File: src/rtl/ifetch_pkg.sv
// Shared types and constants for the instruction fetch stage.
// Optional feature macro used by instr_fetch: IFETCH_MISALIGN_TRAP_EN.
package ifetch_pkg;

   localparam int unsigned INSTR_BYTES = 4;
   localparam logic [31:0] NOP_INSTR   = 32'h0000_0013;

   typedef struct packed {
      logic [31:0] pc;
      logic [31:0] instr;
   } fetch_entry_t;

endpackage

File: src/rtl/fetch_fifo.sv
// Synchronous {pc, instr} buffer with flush; the head output holds the last
// presented entry while empty so decode never sees a combinational glitch.
module fetch_fifo
   import ifetch_pkg::*;
#(
   parameter  int unsigned DEPTH = 2,
   localparam int unsigned AW    = (DEPTH > 1) ? $clog2(DEPTH) : 1,
   localparam int unsigned CW    = $clog2(DEPTH + 1)
) (
   input  logic         clk,
   input  logic         reset,
   input  logic         push,
   input  fetch_entry_t push_data,
   input  logic         pop,
   input  logic         flush,
   output fetch_entry_t head,
   output logic [CW-1:0] count,
   output logic         full,
   output logic         empty
);

   fetch_entry_t   mem_q [DEPTH];
   fetch_entry_t   mem_d [DEPTH];
   logic [AW-1:0]  wr_ptr_q, wr_ptr_d;
   logic [AW-1:0]  rd_ptr_q, rd_ptr_d;
   logic [CW-1:0]  count_q, count_d;
   fetch_entry_t   hold_q, hold_d;
   logic           push_eff;
   logic           pop_eff;

   assign empty = (count_q == '0);
   assign full  = (count_q == CW'(DEPTH));
   assign count = count_q;
   assign head  = empty ? hold_q : mem_q[rd_ptr_q];

   always_comb begin
      mem_d    = mem_q;
      wr_ptr_d = wr_ptr_q;
      rd_ptr_d = rd_ptr_q;
      count_d  = count_q;
      hold_d   = head;
      pop_eff  = pop && !empty;
      push_eff = push && (!full || pop_eff);

      // Flush wins over a same-cycle push or pop: both belong to the old stream.
      if (flush) begin
         wr_ptr_d = '0;
         rd_ptr_d = '0;
         count_d  = '0;
      end else begin
         if (push_eff) begin
            mem_d[wr_ptr_q] = push_data;
            wr_ptr_d        = wr_ptr_q + AW'(1);
         end
         if (pop_eff) begin
            rd_ptr_d = rd_ptr_q + AW'(1);
         end
         case ({push_eff, pop_eff})
            2'b10:   count_d = count_q + CW'(1);
            2'b01:   count_d = count_q - CW'(1);
            default: count_d = count_q;
         endcase
      end
   end

   always_ff @(posedge clk) begin
      if (reset) begin
         for (int i = 0; i < int'(DEPTH); i++) begin
            mem_q[i] <= '0;
         end
         wr_ptr_q <= '0;
         rd_ptr_q <= '0;
         count_q  <= '0;
         hold_q   <= '0;
      end else begin
         mem_q    <= mem_d;
         wr_ptr_q <= wr_ptr_d;
         rd_ptr_q <= rd_ptr_d;
         count_q  <= count_d;
         hold_q   <= hold_d;
      end
   end

endmodule

File: src/rtl/instr_fetch.sv
// Fetch stage: owns the PC, issues fixed-latency IMEM reads and buffers them.
// Define IFETCH_MISALIGN_TRAP_EN to trap (halt) on misaligned redirect targets.
module instr_fetch
   import ifetch_pkg::*;
#(
   parameter logic [31:0] RESET_PC   = 32'h0000_0000,
   parameter int unsigned FIFO_DEPTH = 2
) (
   input  logic        clk,
   input  logic        reset,
   output logic        IMemReq,
   output logic [31:0] IMemAddr,
   input  logic [31:0] IMemRdata,
   output logic        InstrValid,
   output logic [31:0] InstrOut,
   output logic [31:0] PcOut,
   input  logic        DecReady,
`ifdef IFETCH_MISALIGN_TRAP_EN
   output logic        FetchMisalign,
`endif
   input  logic        Redirect,
   input  logic [31:0] RedirectPc
);

   localparam int unsigned CW = $clog2(FIFO_DEPTH + 1);

   logic [31:0]   pc_q, pc_d;
   logic          inflight_q, inflight_d;
   logic [31:0]   inflight_pc_q, inflight_pc_d;
   logic          drop_q, drop_d;
   logic [31:0]   redirect_target;
   logic          halt;
   logic          issue;
   logic          pop;
   logic          push;
   logic [CW:0]   occupancy;
   fetch_entry_t  push_entry;
   fetch_entry_t  head;
   logic [CW-1:0] fifo_count;
   logic          fifo_full;
   logic          fifo_empty;

`ifdef IFETCH_MISALIGN_TRAP_EN
   logic misalign_q, misalign_d;

   assign redirect_target = RedirectPc;
   assign halt            = misalign_q;
   assign FetchMisalign   = misalign_q;

   always_comb begin
      misalign_d = misalign_q;
      if (Redirect) begin
         misalign_d = |RedirectPc[1:0];
      end
   end

   always_ff @(posedge clk) begin
      if (reset) misalign_q <= 1'b0;
      else       misalign_q <= misalign_d;
   end
`else
   assign redirect_target = RedirectPc & ~32'h0000_0003;
   assign halt            = 1'b0;
`endif

   assign InstrValid = !fifo_empty;
   assign InstrOut   = head.instr;
   assign PcOut      = head.pc;
   assign pop        = InstrValid && DecReady;

   // Entries already committed (buffered + in flight) minus the one leaving now.
   assign occupancy = {1'b0, fifo_count} + {{CW{1'b0}}, inflight_q};
   assign issue     = !reset && !Redirect && !halt &&
                      ((occupancy - {{CW{1'b0}}, pop}) < (CW+1)'(FIFO_DEPTH));
   assign IMemReq   = issue;
   assign IMemAddr  = issue ? pc_q : 32'h0;

   assign push       = inflight_q && !drop_q;
   assign push_entry = '{pc: inflight_pc_q, instr: IMemRdata};

   always_comb begin
      pc_d          = pc_q;
      inflight_d    = issue;
      inflight_pc_d = inflight_pc_q;
      drop_d        = 1'b0;
      if (issue) begin
         pc_d          = pc_q + 32'(INSTR_BYTES);
         inflight_pc_d = pc_q;
      end
      if (Redirect) begin
         pc_d   = redirect_target;
         drop_d = inflight_q;
      end
   end

   always_ff @(posedge clk) begin
      if (reset) begin
         pc_q          <= RESET_PC;
         inflight_q    <= 1'b0;
         inflight_pc_q <= 32'h0;
         drop_q        <= 1'b0;
      end else begin
         pc_q          <= pc_d;
         inflight_q    <= inflight_d;
         inflight_pc_q <= inflight_pc_d;
         drop_q        <= drop_d;
      end
   end

   fetch_fifo #(.DEPTH(FIFO_DEPTH)) u_fifo (
      .clk       (clk),
      .reset     (reset),
      .push      (push),
      .push_data (push_entry),
      .pop       (pop),
      .flush     (Redirect),
      .head      (head),
      .count     (fifo_count),
      .full      (fifo_full),
      .empty     (fifo_empty)
   );

   // Occupancy is bounded by the issue rule, so full is informational here.
   logic unused_full;
   assign unused_full = fifo_full;

endmodule

File: config.mk
export PLATFORM = sky130hd
export DESIGN_NAME = instr_fetch
export DESIGN_NICKNAME = d
export VERILOG_FILES = /design/src/rtl/ifetch_pkg.sv /design/src/rtl/fetch_fifo.sv /design/src/rtl/instr_fetch.sv
export SDC_FILE = /design/constraint.sdc
export NUM_CORES = 1
export LEC_CHECK = 0
export ABC_AREA = 1
export CORE_ASPECT_RATIO = 1.4
export CORE_MARGIN = 1.5
export CORE_UTILIZATION = 54
export DETAILED_ROUTE_END_ITERATION = 8
export GPL_TIMING_DRIVEN = 0
export PLACE_DENSITY_LB_ADDON = 0.25
export REMOVE_ABC_BUFFERS = 1
export SLEW_MARGIN = 10
export SYNTH_ARGS = -nofsm -noshare
export SYNTH_HDL_FRONTEND = slang
export SYNTH_SLANG_ARGS = --single-unit
File: constraint.sdc
create_clock -name clk -period 4.01 [get_ports clk]
set_clock_uncertainty 0.05 [all_clocks]
set_input_delay 0.802 -clock clk [delete_from_list [all_inputs] [get_ports clk]]
set_output_delay 0.802 -clock clk [all_outputs]
set_load 0.02 [all_outputs]
==> reports/metrics.cfg <==
[clocking]
cts_tree = done
path_clk_slew_ns = 0.06
cts_sinks = 254
root_buffer = clkbuf_16
clk_path_buf_depth = 3
ctsHtreeMaxLevel = 1
cts_buffers = 25
insertion_delay_ns = 0.52

[cells_and_area]
final_cell_mix = dfxtp_1, a21oi_1, inv_1, nand2_1, o21ai_0
seqCellArea_um2 = 5100
multi_input_area_um2 = 4920
fillers = 1705
layout-drive-gt1-share = 0.0976
nets = 1745
antenna_cells = 0
instances_no_fill = 1947
final_common_cell = dfxtp_1
area_delta_synth_final_pct = 26.7

[routing]
met3WireLength_um = 1600
num_vias = 10253
drc_errors = 0
via_per_inst = 5.27
dr.pass1.iters = 6
top_layer = met4
wirelength_um = 28400
ant_nets = 0
wl_met1_um = 11700
wl_met2_um = 14100
drt_iter0_drc = 830
wl_per_cell_um = 14.6

[global_route]
gr-total-overflow = 0
grtUsageTotal = 0.256
grt_max_degree = 113
grt_pass1_vias = 9594
antenna_found_initial = 0
grt_first_pass_wirelength_um = 46500

[timing]
setup_violations = 0
slew_viol_final = 0
worstMarginPinSlew_ns = 0.784
hold_viol_final = 0
finalCritPeriodShare = 0.981
slew_headroom = 0.478
fmax_mhz = 254
timing.final.ws_setup_ns = 0.0747
timing.hold.ws_ns = 0.395
tns_ns = 0
min_period_ns = 3.94

[pwr]
leakagePower_nw = 5.48
power_w = 0.00567
powerDensity_nw_per_um2 = 402
ir_worst_vdd_mv = 0.324

[floorplanning]
std_cell_rows = 62
fp.dieH_um = 173
coreArea_um2 = 20400
dieArea_um2 = 21500
die_w_um = 124
start_util = 0.546
io_pins = 166

[setup_path]
rr_endpoint = pc_q[5]
crit_chain = buf_4 -> inv_8 -> buf_16 -> nand2_2 -> nor2_4 -> buf_12 -> nand2_8 -> buf_16 -> nor2_4 -> buf_6
r2r-start = u_fifo.count[1]
critical-path-top-delay-family = buffers and inverters
arrival_ns = 3.08
startpoint_type = input port
r2r_setup_slack_ns = 0.84
cp.required_ns = 3.16
crit_buf_inv = 6
worstSetupPathType = in -> out
crit_path_max_fanout = 112
cp_slowest_cell = inv_8
reg2regPathDepth = 17
critPathMaxStageDelay_ns = 0.39
critPathCaptureType = primary output

[placement]
port_buffers = 161
dpl.cell_count = 1875
place_ws_ns = -1.19
dp_hpwl_um = 16500
gp_congestion = 0.881

[run]
cap_violations = 0

[min_path]
hold_end = u_fifo.mem_q[43]
holdCritStartpoint = u_fifo.mem_q[43]
min_path_cells = 2
worstHoldPathType = reg -> reg

[yosys]
synth-warning-count = 0
synth_edf_count = 0
synthArstFlopShare = 0
synth.cell_area_um2 = 11100
syn_area_per_cell_um2 = 7.19
seq_area_frac_synth = 0.457
ys_types = 34
synth_seq_cells = 254
synth_cells = 1549
ys.flop_type = dfxtp_1

[status]
status = completed

## tightest hold or removal path, stage by stage, from the launching register on
cell	delay, ns
dfxtp_1	0.31
inv_1	0.05
a21oi_1	0.05
## what timing repair did
action	in CTS	in global routing
gates resized for setup	174	4
setup endpoints to repair	44	31
gates cloned	8	0
pin swaps	6	5
buffers inserted	12	7
hold buffers	0	0
## cells in the mapped netlist, drive strengths merged, types with 2 or more instances
master	n	area (um2)
xor2	2	17.5
nand3	59	305
nor3	6	30.0
nand2	199	752
o21ai	201	1010
a22oi	2	15.0
buf	42	262
and2	62	388
a21oi	221	1110
clkbuf	58	219
nand4	6	37.5
o211ai	3	22.5
a211oi	12	125
ha	3	37.5
dfxtp	254	5080
nor2	183	785
inv	224	848
nand3b	7	52.6
## stage by stage
step                cell area [um2]   util
global placement              12600  0.617
detailed placement            12800  0.629
global route                  14100  0.692
CTS                           14100  0.689
finish                        14100  0.692
floorplan                     10700      -
## routing by layer
layer / vias up / track usage
met1: 4643 / 0.320
met3: 63 / 0.0319
li1: 5195 / -
met5: - / 0
met2: 352 / 0.450
met4: 0 / 0.0991
## sequential cells by signal, indices dropped and copies added, names as in the netlist
name             flops
u_fifo.mem_q       124
u_fifo.hold_q       64
inflight_pc_q       30
pc_q                30
u_fifo.count         2
drop_q               1
inflight_q           1
u_fifo.rd_ptr_q      1
u_fifo.wr_ptr_q      1
## cells by family after synthesis
kind of cell / share of synthesized area
AND/OR/NAND/NOR: 0.212
AO/OA/AOI/OAI: 0.206
buffers and inverters: 0.119
flip-flops: 0.457
adder cells (fa/ha/maj): 0.00517
XOR/XNOR: 0.00157
other: 0.000337
## final cells by class
type,count,area share
clock buffer,39,0.0538
clock inverter,6,0.00567
inverter,224,0.0615
multi-input combinational,976,0.349
sequential,254,0.361
tap,256,0.0227
timing repair buffer,192,0.147
## how the worst max path moves through the flow
stage	end	slack, ns	startpoint	cells after the start
2_1_floorplan	IMemAddr[3]	-2.75	u_fifo.count[1]	11
3_3_place_gp	IMemAddr[3]	-5.79	reset	9
3_5_place_dp	IMemAddr[29]	-1.19	DecReady	13
4_1_cts	IMemAddr[20]	0.004	u_fifo.count[1]	13
5_1_grt	IMemAddr[4]	-0.01	reset	9
6_report	IMemAddr[20]	0.07	reset	10
## power by group
group / leakage, nW / internal, W / switching [W] / total (W)
combinational: 3.00 / 0.000254 / 0.000371 / 0.000624
clock: 0.416 / 0.00143 / 0.000959 / 0.00238
sequential: 2.07 / 0.00261 / 0.0000540 / 0.00267
total: 5.48 / 0.00429 / 0.00138 / 0.00567
(Power assumes the default switching activity.)
